**src/rtl/button_conditioner_if.sv**
```systemverilog
// Button-side bus of the conditioner: raw buttons in, command pulses and
// debounced levels out.
interface button_conditioner_if;
  logic [5:0] btn_in;
  logic       add1;
  logic       add2;
  logic       add3;
  logic       add4;
  logic       rst1;
  logic       rst2;
  logic [5:0] btn_level;

  // master drives the raw buttons, slave (the conditioner) produces commands
  modport master (
    output btn_in,
    input  add1, add2, add3, add4, rst1, rst2, btn_level
  );

  modport slave (
    input  btn_in,
    output add1, add2, add3, add4, rst1, rst2, btn_level
  );
endinterface

```
**src/rtl/button_conditioner.sv**
```systemverilog
// Button front end for parking_meter: two-flop synchronizer, per-bit debounce,
// press detection, hold-to-repeat on the add buttons, and fixed-priority
// arbitration so that at most one command pulse fires per clock.
// Pulse bit order everywhere: [0]=add1 [1]=add2 [2]=add3 [3]=add4 [4]=rst1 [5]=rst2.
// There is no handshake: each command is a single-cycle pulse and the
// consumer must act on it in that cycle; nothing is held or retried.
module button_conditioner #(
  parameter int DB_CYCLES   = 4,
  parameter int HOLD_CYCLES = 50,
  parameter int RPT_CYCLES  = 10
) (
  input  logic                 clk,
  input  logic                 rst,
  button_conditioner_if.slave  bus,
  output logic [1:0]           dbg_state
);

  localparam int DB_W  = $clog2(DB_CYCLES + 1);
  localparam int T_MAX = (HOLD_CYCLES > RPT_CYCLES) ? HOLD_CYCLES : RPT_CYCLES;
  localparam int T_W   = $clog2(T_MAX + 1);

  typedef enum logic [1:0] {
    S_IDLE   = 2'd0,
    S_HOLD   = 2'd1,
    S_REPEAT = 2'd2
  } state_t;

  logic [5:0]      sync1_q, sync1_d;
  logic [5:0]      sync2_q, sync2_d;
  logic [5:0]      stable_q, stable_d;
  logic [5:0]      prev_q, prev_d;
  logic [DB_W-1:0] cnt_q [6];
  logic [DB_W-1:0] cnt_d [6];
  state_t          state_q, state_d;
  logic [1:0]      idx_q, idx_d;
  logic [T_W-1:0]  timer_q, timer_d;
  logic [5:0]      pulse_q, pulse_d;

  logic [5:0]      press;
  logic [5:0]      req;
  logic            rpt_req;
  logic [1:0]      pick;
  logic [5:0]      others;

  // Synchronizer and per-bit debounce: a bit flips only after DB_CYCLES
  // consecutive cycles of disagreement; any agreement restarts the count.
  always_comb begin
    sync1_d  = bus.btn_in;
    sync2_d  = sync1_q;
    stable_d = stable_q;
    cnt_d    = cnt_q;
    prev_d   = stable_q;
    for (int i = 0; i < 6; i++) begin
      if (sync2_q[i] == stable_q[i]) begin
        cnt_d[i] = '0;
      end else if (cnt_q[i] == DB_W'(DB_CYCLES - 1)) begin
        stable_d[i] = sync2_q[i];
        cnt_d[i]    = '0;
      end else begin
        cnt_d[i] = cnt_q[i] + DB_W'(1);
      end
    end
  end

  assign press = stable_q & ~prev_q;

  // Repeat FSM: one shared timer follows a single held add button.
  always_comb begin
    state_d = state_q;
    idx_d   = idx_q;
    timer_d = timer_q;
    rpt_req = 1'b0;
    pick    = 2'd0;
    for (int i = 0; i < 4; i++) begin
      if (press[i]) pick = 2'(i);
    end
    others = stable_q & ~(6'b000001 << idx_q);
    case (state_q)
      S_IDLE: begin
        if ((|press[3:0]) && ((stable_q & ~(6'b000001 << pick)) == 6'b0)) begin
          state_d = S_HOLD;
          idx_d   = pick;
          timer_d = '0;
        end
      end
      S_HOLD, S_REPEAT: begin
        if (!stable_q[idx_q] || (|others)) begin
          state_d = S_IDLE;
          timer_d = '0;
        end else if (timer_q == ((state_q == S_HOLD) ? T_W'(HOLD_CYCLES - 1)
                                                     : T_W'(RPT_CYCLES - 1))) begin
          rpt_req = 1'b1;
          state_d = S_REPEAT;
          timer_d = '0;
        end else begin
          timer_d = timer_q + T_W'(1);
        end
      end
      default: begin
        state_d = S_IDLE;
        timer_d = '0;
      end
    endcase
  end

  // Fixed priority: the highest-numbered request wins, the rest are dropped.
  always_comb begin
    req = press;
    if (rpt_req) req[idx_q] = 1'b1;
    pulse_d = '0;
    for (int i = 0; i < 6; i++) begin
      if (req[i]) begin
        pulse_d    = '0;
        pulse_d[i] = 1'b1;
      end
    end
  end

  // All state registers, cleared asynchronously by the active-low reset.
  always_ff @(posedge clk or negedge rst) begin
    if (!rst) begin
      sync1_q  <= '0;
      sync2_q  <= '0;
      stable_q <= '0;
      prev_q   <= '0;
      for (int i = 0; i < 6; i++) cnt_q[i] <= '0;
      state_q  <= S_IDLE;
      idx_q    <= '0;
      timer_q  <= '0;
      pulse_q  <= '0;
    end else begin
      sync1_q  <= sync1_d;
      sync2_q  <= sync2_d;
      stable_q <= stable_d;
      prev_q   <= prev_d;
      for (int i = 0; i < 6; i++) cnt_q[i] <= cnt_d[i];
      state_q  <= state_d;
      idx_q    <= idx_d;
      timer_q  <= timer_d;
      pulse_q  <= pulse_d;
    end
  end

  assign bus.add1      = pulse_q[0];
  assign bus.add2      = pulse_q[1];
  assign bus.add3      = pulse_q[2];
  assign bus.add4      = pulse_q[3];
  assign bus.rst1      = pulse_q[4];
  assign bus.rst2      = pulse_q[5];
  assign bus.btn_level = stable_q;
  assign dbg_state     = state_q;

endmodule

```
**src/flat_wrapper.sv**
```systemverilog
// flat-port wrapper written by rule: the top's interface ports become plain ports
module button_conditioner_flat 
#(
  parameter int DB_CYCLES   = 4,
  parameter int HOLD_CYCLES = 50,
  parameter int RPT_CYCLES  = 10
)
  (clk, rst, dbg_state, bus_btn_in, bus_add1, bus_add2, bus_add3, bus_add4, bus_rst1, bus_rst2, bus_btn_level);
  button_conditioner_if bus_i ();
  input  logic clk;
  input  logic rst;
  output logic [1:0] dbg_state;
  input wire logic [$bits(bus_i.btn_in)-1:0] bus_btn_in;
  output wire logic [$bits(bus_i.add1)-1:0] bus_add1;
  output wire logic [$bits(bus_i.add2)-1:0] bus_add2;
  output wire logic [$bits(bus_i.add3)-1:0] bus_add3;
  output wire logic [$bits(bus_i.add4)-1:0] bus_add4;
  output wire logic [$bits(bus_i.rst1)-1:0] bus_rst1;
  output wire logic [$bits(bus_i.rst2)-1:0] bus_rst2;
  output wire logic [$bits(bus_i.btn_level)-1:0] bus_btn_level;
  assign bus_i.btn_in = bus_btn_in;
  assign bus_add1 = bus_i.add1;
  assign bus_add2 = bus_i.add2;
  assign bus_add3 = bus_i.add3;
  assign bus_add4 = bus_i.add4;
  assign bus_rst1 = bus_i.rst1;
  assign bus_rst2 = bus_i.rst2;
  assign bus_btn_level = bus_i.btn_level;
  button_conditioner #(.DB_CYCLES(DB_CYCLES), .HOLD_CYCLES(HOLD_CYCLES), .RPT_CYCLES(RPT_CYCLES)) u_core (.clk(clk), .rst(rst), .bus(bus_i), .dbg_state(dbg_state));
endmodule
```
**config.mk**
```make
export PLATFORM = sky130hd
export DESIGN_NAME = button_conditioner_flat
export DESIGN_NICKNAME = d
export VERILOG_FILES = /design/src/rtl/button_conditioner_if.sv /design/src/rtl/button_conditioner.sv /design/src/flat_wrapper.sv
export SDC_FILE = /design/constraint.sdc
export NUM_CORES = 1
export LEC_CHECK = 0
export ABC_AREA = 1
export CORE_MARGIN = 2
export CORE_UTILIZATION = 50
export DETAILED_ROUTE_END_ITERATION = 16
export MAX_ROUTING_LAYER = met4
export PLACE_DENSITY_LB_ADDON = 0.08
export SLEW_MARGIN = 20
export SYNTH_ARGS = -nofsm -noshare
export SYNTH_HDL_FRONTEND = slang
export SYNTH_SLANG_ARGS = --single-unit
```
**constraint.sdc**
```tcl
create_clock -name clk -period 3.65 [get_ports clk]
set_input_delay 0.5475 -clock clk [delete_from_list [all_inputs] [get_ports clk]]
set_output_delay 0.5475 -clock clk [all_outputs]
set_load 0.02 [all_outputs]
```
**After elaboration in Yosys (flattened, before gate mapping)**

Cells that the tools add are included.

- Bits in registers: 58
- Bits in latches: 0
- Bits in writable memories: 0
- Bits in read-only memories: 0
- Output and inout port bits: 14
- Memories: 0

- $add $sub $neg: 7
- $mul: 0
- Divide/modulo/power cells: 0
- $lt $le $gt $ge: 2
- Equal/unequal tests: 17
- Shift operators: 2
- Mux-type cells: 38
- Bitwise logic cells: 13
- Reduce and logical (&&, ||, !) cells: 17

Operator list:

| kind | number |
|---|---|
| 3-bit two-way mux | 13 |
| 6-bit two-way mux | 6 |
| 3-bit by 1-bit adder with 3-bit output (second input constant) | 6 |
| 6-bit bitwise AND | 3 |
| 3-bit by 2-bit == test with 1-bit output (second input constant) | 6 |
| 6-bit NOT | 3 |
| 2-bit AND reduction | 8 |
| 2-bit two-way mux | 6 |
| 6-bit one-hot mux with 2 select lines | 1 |
| 1-bit by 2-bit left shift with 6-bit output (first input constant) | 2 |
| 1-bit two-way mux | 7 |
| 6-bit by 1-bit adder with 6-bit output (second input constant) | 1 |
| 1-bit == test | 6 |
| 6-bit == test | 1 |
| 6-bit logical NOT | 1 |
| 1-bit NOT | 6 |
| 6-bit by 4-bit bitwise OR with 6-bit output | 1 |
| 6-bit OR reduction | 1 |
| 5-bit two-way mux | 1 |
| 2-bit by 4-bit less-than comparator with 1-bit output (second input constant) | 1 |
| 4-bit two-way mux | 1 |
| 2-bit one-hot mux with 2 select lines | 1 |
| 4-bit OR reduction | 1 |
| 3-bit by 1-bit inequality test with 1-bit output (second input constant) | 1 |
| 11 further kinds | 12 |

**Depth between registers and ports, before layout**

- Depth after elaboration: 14
- Mapped depth: 12
- Gate-level depth less buffers: 12

**Worst setup path after synthesis**

Ideal clock, no wire load.

- Path kind: reg-to-reg
- Start point: register u_core.state_q[0], in the netlist u_core.dbg_state[0]
- End point: register u_core.pulse_q[1]
- Arrival: 1.490 ns
- Data required time: 3.530 ns
- Setup slack: 2.040 ns
- Stages on the path, launching flop included: 9
- Period minus slack after synthesis: 1.610 ns
- Cell sequence: dfrtp_1 -> inv_1 -> ha_1 -> nand2_1 -> nor2_1 -> nand3_1 -> o21a_1 -> nand2_1 -> nor2_1

- Cells in the longest elaborated chain, start to end: 12

Ends and longest elaborated chain:

| item | RTL line | source |
|---|---|---|
| from (decl) | button_conditioner.sv:34 | `state_t state_q, state_d;` |
| from (signal assigned) | button_conditioner.sv:137 | `state_q <= state_d;` |
| 2-bit by 1-bit == test with 1-bit output | button_conditioner.sv:78, button_conditioner.sv:90 |  |
| 6-bit two-way mux | button_conditioner.sv:90 | `end else if (timer_q == ((state_q == S_HOLD) ? T_W'(HOLD_CYCLES - 1)` |
| 6-bit == test | button_conditioner.sv:90 |  |
| 1-bit two-way mux | button_conditioner.sv:90 |  |
| 1-bit two-way mux | button_conditioner.sv:87 | `if (!stable_q[idx_q] \|\| (\|others)) begin` |
| 1-bit two-way mux * | button_conditioner.sv:78 | `case (state_q)` |
| 6-bit two-way mux * | button_conditioner.sv:109 | `if (rpt_req) req[idx_q] = 1'b1;` |
| 2-bit two-way mux | button_conditioner.sv:112 | `if (req[i]) begin` |
| 3-bit two-way mux | button_conditioner.sv:112 |  |
| 4-bit two-way mux | button_conditioner.sv:112 |  |
| 5-bit two-way mux | button_conditioner.sv:112 |  |
| 6-bit two-way mux * | button_conditioner.sv:112 |  |
| via u_core.pulse_d[1] | button_conditioner.sv:37 | `logic [5:0] pulse_q, pulse_d;` |
| to (signal assigned) | button_conditioner.sv:140 | `pulse_q <= pulse_d;` |
| to (decl) | button_conditioner.sv:37 |  |

The timed path passes the listed nets; every way through them passes the cells marked *.
A chain may end at the register's enable or synchronous reset.

**Worst setup path in the final report**

- Start point: register u_core.stable_q[2], in the netlist u_core.bus.btn_level[2]
- End point: output bus_btn_level[2]

RTL lines:

| item | RTL line | source |
|---|---|---|
| from (decl) | button_conditioner.sv:30 | `logic [5:0] stable_q, stable_d;` |
| from (signal assigned) | button_conditioner.sv:134 | `stable_q <= stable_d;` |
| to (decl) | flat_wrapper.sv:20 | `output wire logic [$bits(bus_i.btn_level)-1:0] bus_btn_level;` |

No word-level cell between the ends.

==> out/metrics.cfg <==
[clock_tree]
post_cts_hold_buffer_count=0
clkSinkCount=58
tritoncts_clock_tree=done
path_clk_slew_ps=70
cts_made_buffers=9
postCtsSetupBuffers=0
htreeDepth=3
cts-resized-gates=0
clock_tree_buf_depth=2
clk_latency_ps=330
cts_root_buffer=clkbuf_8

[die]
die_width_um=74.92
core_region_area_um2=4786
floorplan.initialDensity_pct=52.55
num_rows=25
pin_count=22
die_height_um=74.92
dieArea_um2=5613

[timing]
hold_viol=0
final.setup_skew_ps=7.407
setup-tns-final_ps=0
setup_viol=0
fmax_mhz=480.2
period_needed_ps=2082
worstMarginPinSlew_ps=772.5
maxSlewHeadroom_pct=48.50
setup_repair_after_global_routing_missed_its_margin=false
slew_violations=0
final.period_utilization_pct=57.05
layout_setup_ws_ps=1568

[layout]
antenna_cells=0
drive_gt1_share_pct=9.446
post-route-cell-area_um2=3067
layout_common_cells=dfrtp_1, nand2_1, nor2_1, inv_1, clkdlybuf4s50_1
layout.nets=321
post_layout_nonfiller_instances=374
leading_cell_type_in_the_layout_fill_and_taps_excluded=dfrtp_1
syn2layout_area_growth_pct=21.94

[power]
power_share_of_the_clock_group_pct=31.2
vdd.ir_drop.worst_v=0.0006581
combPwrFrac_pct=31.1
internal_power_of_the_cells_mw=1.673
leakagePower_nw=1.481
power.sequential.fraction_pct=37.7
net-switching-power_mw=0.8487
power.density_nw_per_um2=822.2
p_sw_share_pct=33.66
power.total_mw=2.521

[yosys]
synthesis.yosys.warnings=0
postSynthCellCount=270
syn-num-nets=289
postSynthRegisterBits=58
synth.yosys.seq_area_share_pct=57.71
synthesis.area_um2=2515
synth.distinct_cells=22
syn_avg_cell_area_um2=9.314

[worst_hold_path]
worst_hold_path_class=in2async

[setup_path]
crit_arrival_ps=1530
setup.worst_path.class=reg2out
critPathCaptureType=output port
register_to_register_path_depth=8
worst_path_max_delay_cell=clkdlybuf4s50_1
worstPathRequired_ps=3100
timing.critical_path.depth=1
critPathTopFamily=buffers and inverters
max_stage_delay_ps=670
crit_fanout=9
critPathBufInv=1
startpoint_type=flip-flop
crit_chain=clkdlybuf4s50_1

[grt]
vias_in_the_first_global_route=1754
overflow=0
first_pass_grt_wire_length_mm=7.810
grt_antenna_before_repair=0
grt_start_max_net_pins=37
groute.usage.overall_pct=19.97

[route]
ant_nets=0
average_wire_per_cell_in_the_routed_design_um=11.87
route.final.wire_length_mm=4.441
detail_route.first_pass.iterations=4
num_vias=1775
first_iter_violations=93
route.detailed.drc=0
avgViaCountPerCell=4.746

[run]
drv.max_cap_violation_count=0

[place]
dp_hpwl_mm=3.187
dp_cells=358
place_area_um2=2800
place.gp.congestion=0.8400
place_worst_setup_slack_ps=1767
portBuffers=21

[status]
run_status=complete, no violations

[flip-flops by register name, indices dropped and copies added, names as in the netlist]
name / cells
u_core.bus.btn_level: 6
u_core.cnt_q: 18
u_core.dbg_state: 2
u_core.idx_q: 2
u_core.prev_q: 6
u_core.pulse_q: 6
u_core.sync1_q: 6
u_core.sync2_q: 6
u_core.timer_q: 6
[logic make-up after synthesis]
group | share of synthesized area, %
and+or+nand+nor | 22.94
DFF | 57.71
buffers and inverters | 5.373
AOI/OAI and AO/OA | 5.523
adders and majority gates | 5.473
xor gates and xnor gates | 2.090
muxes | 0.8955
[final timing paths]
kind	from	endpoint	slack, ps
setup / recovery	u_core.bus.btn_level[2]$_DFFE_PN0P_	bus_btn_level[2]	1570
hold / removal	rst	u_core.cnt_q[8]$_DFF_PN0_	290
setup reg to reg	u_core.bus.btn_level[4]$_DFFE_PN0P_	u_core.dbg_state[1]$_DFFE_PN0P_	1790
hold reg to reg	u_core.sync1_q[3]$_DFF_PN0_	u_core.sync2_q[3]$_DFF_PN0_	350
max in group asynchronous	rst	u_core.cnt_q[13]$_DFF_PN0_	2580
min in group clk	u_core.sync1_q[3]$_DFF_PN0_	u_core.sync2_q[3]$_DFF_PN0_	350
[per-layer routing]
layer	track usage (%)	vias up	routed length [um]	share of wire, %
met5	-	-	0	0
met4	9.722	0	65	1.5
met3	7.095	5	201	4.5
met2	30.12	30	2135	48
met1	23.85	819	2038	46
li1	-	921	-	-
[power groups by stage]
| stage | Clock (mW) | Combinational [mW] | Sequential [mW] |
|---|---|---|---|
| finish | 0.787 | 0.784 | 0.950 |
| global route | 0.839 | 0.900 | 0.974 |
| CTS | 0.804 | 0.798 | 0.954 |
| detailed placement | 0 | 0.789 | 0.964 |
| global placement | 0 | 0.783 | 0.959 |
| floorplan | 0 | 0.463 | 1.01 |
[final cells by class]
type	instances	area [um2]
fill	393	1719
sequential	58	1451
multi-input combinational	178	928.4
timing repair buffer	22	212.7
clock buffer	11	141.4
clock inverter	5	125.1
inverter	33	123.9
tap	67	83.83
[synth_stat cells, drive strengths merged]
cell    count  area share (%)
o21a        1            0.30
dfrtp      58              58
nand3b      1            0.30
mux2        2            0.90
nand3      15             3.0
ha         11             5.5
nor3b       6             1.8
nor2       41             6.2
nor3        7             1.4
nand2      60             9.3
inv        33             4.9
nand4       2            0.50
o21ai      16             3.6
buf         1            0.45
or2         2            0.50
xnor2       6             2.1
a21oi       8             1.6
[metrics by stage]
stage | utilization (%) | hold slack [ps]
floorplan | - | 251.9
global placement | 58.51 | 333.8
detailed placement | 58.51 | 334.7
CTS | 64.08 | 303.8
global route | 64.08 | 344.9
finish | 64.08 | 285.0
(Power assumes the default switching activity.)
